`src/rtl/alu_mux_arbiter_pkg.sv`:
```
// Shared sizes and FSM encodings for the ALU result-mux arbiter.
// Imported by the picker and the arbiter top.
package alu_mux_arbiter_pkg;
  localparam int NREQ  = 16;
  localparam int SEL_W = 4;

  localparam logic [0:0] ST_IDLE = 1'b0;
  localparam logic [0:0] ST_HOLD = 1'b1;
endpackage

```
`src/rtl/alu_mux_arbiter_rr_picker.sv`:
```
// Round-robin winner search: rotate by ptr, priority encode, add ptr back.
// Purely combinational.
module rr_picker
  import alu_mux_arbiter_pkg::*;
(
  input  logic [NREQ-1:0]  req,
  input  logic [SEL_W-1:0] ptr,
  output logic             any,
  output logic [SEL_W-1:0] win
);

  logic [NREQ-1:0]  rot;
  logic [SEL_W-1:0] idx;

  always_comb begin
    rot = '0;
    for (int i = 0; i < NREQ; i++) begin
      rot[i] = req[SEL_W'(i) + ptr];
    end
  end

  // Scan downward so the lowest set bit wins.
  always_comb begin
    idx = '0;
    for (int i = NREQ - 1; i >= 0; i--) begin
      if (rot[i]) idx = SEL_W'(i);
    end
  end

  assign any = |req;
  assign win = idx + ptr;

endmodule

```
`src/rtl/alu_mux_arbiter.sv`:
```
// Round-robin arbiter sharing the ALU 16:1 result mux among 16 requesters.
// Each grant holds sel for LAT cycles, then pulses done with the served ID.
module alu_mux_arbiter
  import alu_mux_arbiter_pkg::*;
#(
  parameter int LAT = 2
) (
  input  logic             clk,
  input  logic             rst,
  input  logic [NREQ-1:0]  req,
  output logic [SEL_W-1:0] sel,
  output logic [NREQ-1:0]  gnt,
  output logic             busy,
  output logic             done,
  output logic [SEL_W-1:0] done_id
);

  logic [0:0]       state_q, state_d;
  logic [3:0]       cnt_q, cnt_d;
  logic [SEL_W-1:0] ptr_q, ptr_d;
  logic [SEL_W-1:0] sel_q, sel_d;
  logic [NREQ-1:0]  gnt_q, gnt_d;

  logic             any;
  logic [SEL_W-1:0] win;

  rr_picker u_picker (
    .req (req),
    .ptr (ptr_q),
    .any (any),
    .win (win)
  );

  assign done = (state_q == ST_HOLD) && (cnt_q == 4'd0);

  always_comb begin
    state_d = state_q;
    cnt_d   = cnt_q;
    ptr_d   = ptr_q;
    sel_d   = sel_q;
    gnt_d   = gnt_q;
    unique case (1'b1)
      (state_q == ST_IDLE): begin
        if (any) begin
          sel_d   = win;
          gnt_d   = NREQ'(1) << win;
          cnt_d   = 4'(LAT - 1);
          state_d = ST_HOLD;
        end
      end
      (state_q == ST_HOLD): begin
        if (cnt_q != 4'd0) begin
          cnt_d = cnt_q - 4'd1;
        end else begin
          gnt_d   = '0;
          ptr_d   = sel_q + SEL_W'(1);
          state_d = ST_IDLE;
        end
      end
      default: ;
    endcase
  end

  always_ff @(posedge clk) begin
    if (rst) begin
      state_q <= ST_IDLE;
      cnt_q   <= '0;
      ptr_q   <= '0;
      sel_q   <= '0;
      gnt_q   <= '0;
    end else begin
      state_q <= state_d;
      cnt_q   <= cnt_d;
      ptr_q   <= ptr_d;
      sel_q   <= sel_d;
      gnt_q   <= gnt_d;
    end
  end

  assign sel     = sel_q;
  assign gnt     = gnt_q;
  assign busy    = (state_q == ST_HOLD);
  assign done_id = done ? sel_q : '0;

endmodule
```
`config.mk`:
```
export PLATFORM = sky130hd
export DESIGN_NAME = alu_mux_arbiter
export DESIGN_NICKNAME = d
export VERILOG_FILES = /design/src/rtl/alu_mux_arbiter_pkg.sv /design/src/rtl/alu_mux_arbiter_rr_picker.sv /design/src/rtl/alu_mux_arbiter.sv
export SDC_FILE = /design/constraint.sdc
export NUM_CORES = 1
export LEC_CHECK = 0
export ABC_AREA = 0
export ABC_CLOCK_PERIOD_IN_PS = 8200
export CAP_MARGIN = 20
export CORE_AREA = 2 2 92 94
export CTS_BUF_LIST = sky130_fd_sc_hd__clkbuf_4 sky130_fd_sc_hd__clkbuf_8
export DETAILED_ROUTE_END_ITERATION = 10
export DIE_AREA = 0 0 94 96
export GPL_TIMING_DRIVEN = 0
export PLACE_DENSITY = 0.52
export SYNTH_ARGS = -nofsm -noshare
export SYNTH_HDL_FRONTEND = slang
export SYNTH_HIERARCHICAL = 1
export SYNTH_SLANG_ARGS = --single-unit
```
`constraint.sdc`:
```
create_clock -name clk -period 8.2 [get_ports clk]
set_clock_uncertainty 0.2 [all_clocks]
set_input_delay 2.46 -clock clk [delete_from_list [all_inputs] [get_ports clk]]
set_output_delay 2.46 -clock clk [all_outputs]
set_load 0.05 [all_outputs]
```
==> results.yml, run 1 <==
layout:
  layout.nets: 315
  antenna_cells: 0
  drive_gt1_share_pct: 17.6
  n_fill_cell: 803
  syn_to_final_growth_pct: 25.8
grt:
  grt_pass1_vias: 2016
  grt_pass1_wl_um: 10100
  antenna_found_initial: 0
  grt_max_degree: 11
  globalRouteOverflowTotal: 0
  grt_use_total_pct: 14.4
yosys:
  synth_ff_type: "dfxtp_1"
  synth_enable_flop_cells: 0
  synthMuxAreaShare_pct: 32.6
  synthArstFlopShare_pct: 0
  yosysTopAreaCellShare_pct: 22.9
  synth_top_family_by_area: "multiplexers"
  synth-xor-area-share_pct: 4.50
  yosysUniqueCellTypes: 51
  syn_inst: 234
  synth_seq_cells: 29
  synth.largest_area_cell: "dfxtp_1"
  syn-num-nets: 266
  yosysWarnings: 6
  ys_seq_area_share_pct: 22.9
  syn_area_per_cell_um2: 10.8
  synth_adder_area_share_pct: 7.21
  ys_top_cells_by_area: "dfxtp_1 23%, mux4_2 12%, mux4_1 8.3%"
  synthSimpleGateAreaFrac_pct: 14.6
  synth_area_um2: 2530
  synth-compound-area-share_pct: 14.3
cts:
  cts_buffers: 5
  cts-resized-gates: 0
  clockBufferDepth: 2
  clock_latency_ns: 0.28
  post_cts_buffers: 0
  htree_levels: 2
  cts-hold-fix-buffers: 0
  clk_pin_slew_worst_paths_ns: 0.06
  cts_tree: "built"
  cts_root_buffer: "clkbuf_8"
  cts.sinks: 29
sta:
  min_period_over_period_pct: 78.8
  setup_viol: 0
  hold_violations: 0
  fmax_ghz: 0.155
  period_needed_ns: 6.46
  fin_setup_tns_ns: 0
  maxSlewHeadroom_pct: 57.2
  worstMarginPinSlew_ns: 0.641
  rsz0062_at_grt: "false"
  drv_slew: 0
  whs_ns: 0.277
floorplanning:
  die_h_um: 96
  io_pins: 44
  start_util_pct: 31.5
  rows: 33
  core-area_um2: 8050
  die_area_um2: 9020
  fp.dieW_um: 94
drt:
  ant_nets: 0
  via_per_inst: 5.17
  drc_errors: 0
  num_vias: 2012
  dr.pass1.iters: 4
  routed_wl_um: 6090
  drt-initial-drc-count: 83
  wl_per_cell_um: 15.7
critical_path:
  r2r_start: "ptr_q[1]$_SDFFE_PP0N_"
  criticalPathCategory: "input port to flip-flop"
  crit_fanout: 5
  critPathLaunch: "req[3]"
  startpoint_type: "input port"
  critPathCaptureType: "flip-flop"
  arrival_ns: 6.49
  critPathRequiredTime_ns: 8.22
power:
  power_frac_comb_pct: 61.3
  p_per_area_nw_per_um2: 251
  p_seq_share_pct: 22.6
  sw_frac_of_total_pct: 43.9
  max-vdd-ir-drop_uv: 110
  clkPwrFrac_pct: 16.1
  leakage_nw: 1.13
  p_int_w: 0.000449
  switchingPower_w: 0.000351
run:
  drv_cap: 0
placed_design:
  post-dp-hpwl_um: 4880
  port_buffers: 42
  place.gp.congestion: 0.802
worst_hold_path:
  hold_path.class: "flip-flop to flip-flop"
  hp-start: "gnt[8]$_SDFFE_PP0P_"
outcome:
  outcome: "complete, no violations"
## final cells by class
| type | instances | area, µm² | area share [%] |
|---|---|---|---|
| Multi-Input combinational cell | 183 | 1850 | 58.1 |
| Tap cell | 105 | 131 | 4.12 |
| Buffer | 11 | 58.8 | 1.85 |
| Sequential cell | 29 | 581 | 18.2 |
| Timing Repair Buffer | 42 | 420 | 13.2 |
| Inverter | 11 | 41.3 | 1.30 |
| Clock inverter | 1 | 5.00 | 0.157 |
| Clock buffer | 7 | 96.3 | 3.02 |
## registers in the layout, summed over array words and instances (netlist names)
register,cells
busy,1
cnt_q,4
gnt,16
ptr_q,4
sel,4
## power by group through the flow
stage                     registers [W]  logic, W  clock network (W)
final                          0.000181  0.000490           0.000129
after global routing           0.000185  0.000533           0.000140
after CTS                      0.000181  0.000492           0.000133
after detailed placement       0.000184  0.000490                  0
after global placement         0.000184  0.000487                  0
after floorplan                0.000229  0.000326                  0
## kinds of logic (layout without fill, tap and decap cells)
logic type      after synthesis  after routing
compound gates               48             48
xor+xnor                     13             13
fa+ha+maj                    14             14
buf+inv                      22             72
flops                        29             29
mux                          50             50
simple gates                 58             58
## worst paths after layout
kind	to	slack [ns]	depth (start not counted)
setup / recovery	gnt[4]$_SDFFE_PP0P_	1.74	12
setup reg to reg	gnt[4]$_SDFFE_PP0P_	2.68	17
hold reg to reg	gnt[8]$_SDFFE_PP0P_	0.28	1
hold / removal	gnt[8]$_SDFFE_PP0P_	0.28	1
## metal layers
layer | vias to the layer above | part of all wire, % | track usage [%]
met1 | 970 | 51 | 21.0
met4 | 0 | 0.79 | 3.14
met5 | - | 0 | 0
li1 | 1009 | - | -
met2 | 29 | 46 | 22.5
met3 | 4 | 2.6 | 2.43
## stage by stage
| step | std cells | worst slack [ns] | util, % | total power (W) | instance area, µm² |
|---|---|---|---|---|---|
| 6_report | 389 | 1.74 | 39.6 | 0.000800 | 3190 |
| 5_1_grt | 389 | 1.45 | 39.6 | 0.000858 | 3190 |
| 4_1_cts | 389 | 1.70 | 39.6 | 0.000807 | 3190 |
| 3_5_place_dp | 381 | 1.43 | 38.3 | 0.000674 | 3080 |
| 3_3_place_gp | 381 | 1.47 | 38.3 | 0.000671 | 3080 |
| 2_1_floorplan | 234 | 2.50 | - | 0.000555 | 2530 |
## critical path, stage by stage
cell	delay, ns
clkdlybuf4s50_1	0.48
mux4_1	0.62
mux4_1	0.63
nor4_4	0.34
nand2b_1	0.10
a211oi_1	0.30
ha_1	0.31
a21oi_1	0.16
xor2_1	0.19
xnor2_1	0.15
nor3b_1	0.53
a22o_1	0.21
## cell usage after synthesis (all sizes together) (4+ instances only)
cell,n
and2,5
nand2,11
clkbuf,4
mux4,22
mux2i,13
nor2,8
nor3,5
inv,10
o21ai,6
nand2b,4
a22o,16
a21oi,14
mux2,15
nor4,5
xnor2,10
buf,7
ha,13
dfxtp,29
## layout by cell type, fill, tap and decap left out, types with 4 or more instances in the layout
cell / instances
a21oi_1: 13
a22o_1: 16
and2_1: 5
buf_2: 5
clkbuf_1: 4
clkbuf_8: 7
clkdlybuf4s50_1: 42
dfxtp_1: 29
ha_1: 13
inv_1: 10
mux2_2: 15
mux2i_1: 13
mux4_1: 8
mux4_2: 14
nand2_1: 11
nand2b_1: 4
nor2_1: 8
nor3_1: 4
nor4_1: 4
xnor2_1: 10
(Power assumes the default switching activity.)
==> run 2, diff against run 1 <==
--- a/config.mk
+++ b/config.mk
@@ -6,7 +6,7 @@
 export NUM_CORES = 1
 export LEC_CHECK = 0
 export ABC_AREA = 0
-export ABC_CLOCK_PERIOD_IN_PS = 8200
+export ABC_CLOCK_PERIOD_IN_PS = 6580
 export CAP_MARGIN = 20
 export CORE_AREA = 2 2 92 94
 export CTS_BUF_LIST = sky130_fd_sc_hd__clkbuf_4 sky130_fd_sc_hd__clkbuf_8
==> constraint.sdc (replaced) <==
create_clock -name clk -period 6.58 [get_ports clk]
set_clock_uncertainty 0.2 [all_clocks]
set_input_delay 1.974 -clock clk [delete_from_list [all_inputs] [get_ports clk]]
set_output_delay 1.974 -clock clk [all_outputs]
set_load 0.05 [all_outputs]
==> results of run 2 <==
Same layout as run 1 (identical final DEF). Status: complete, no violations.
Main changes from that run: setup slack after placement 1.43 ns -> 0.293 ns; setup slack after layout 1.74 ns -> 0.603 ns; register-to-register setup slack 2.68 ns -> 1.06 ns; total power 0.000800 W -> 0.000996 W; worst IR drop on VDD 110 µV -> 137 µV
==> run 3, diff against run 2 <==
--- a/config.mk
+++ b/config.mk
@@ -7,7 +7,6 @@
 export LEC_CHECK = 0
 export ABC_AREA = 0
 export ABC_CLOCK_PERIOD_IN_PS = 6580
-export CAP_MARGIN = 20
 export CORE_AREA = 2 2 92 94
 export CTS_BUF_LIST = sky130_fd_sc_hd__clkbuf_4 sky130_fd_sc_hd__clkbuf_8
 export DETAILED_ROUTE_END_ITERATION = 10
==> results of run 3 <==
Same layout as run 1 (identical final DEF). Status: complete, no violations.
Main changes from that run: setup slack after placement 1.43 ns -> 0.293 ns; setup slack after layout 1.74 ns -> 0.603 ns; register-to-register setup slack 2.68 ns -> 1.06 ns; total power 0.000800 W -> 0.000996 W; worst IR drop on VDD 110 µV -> 137 µV
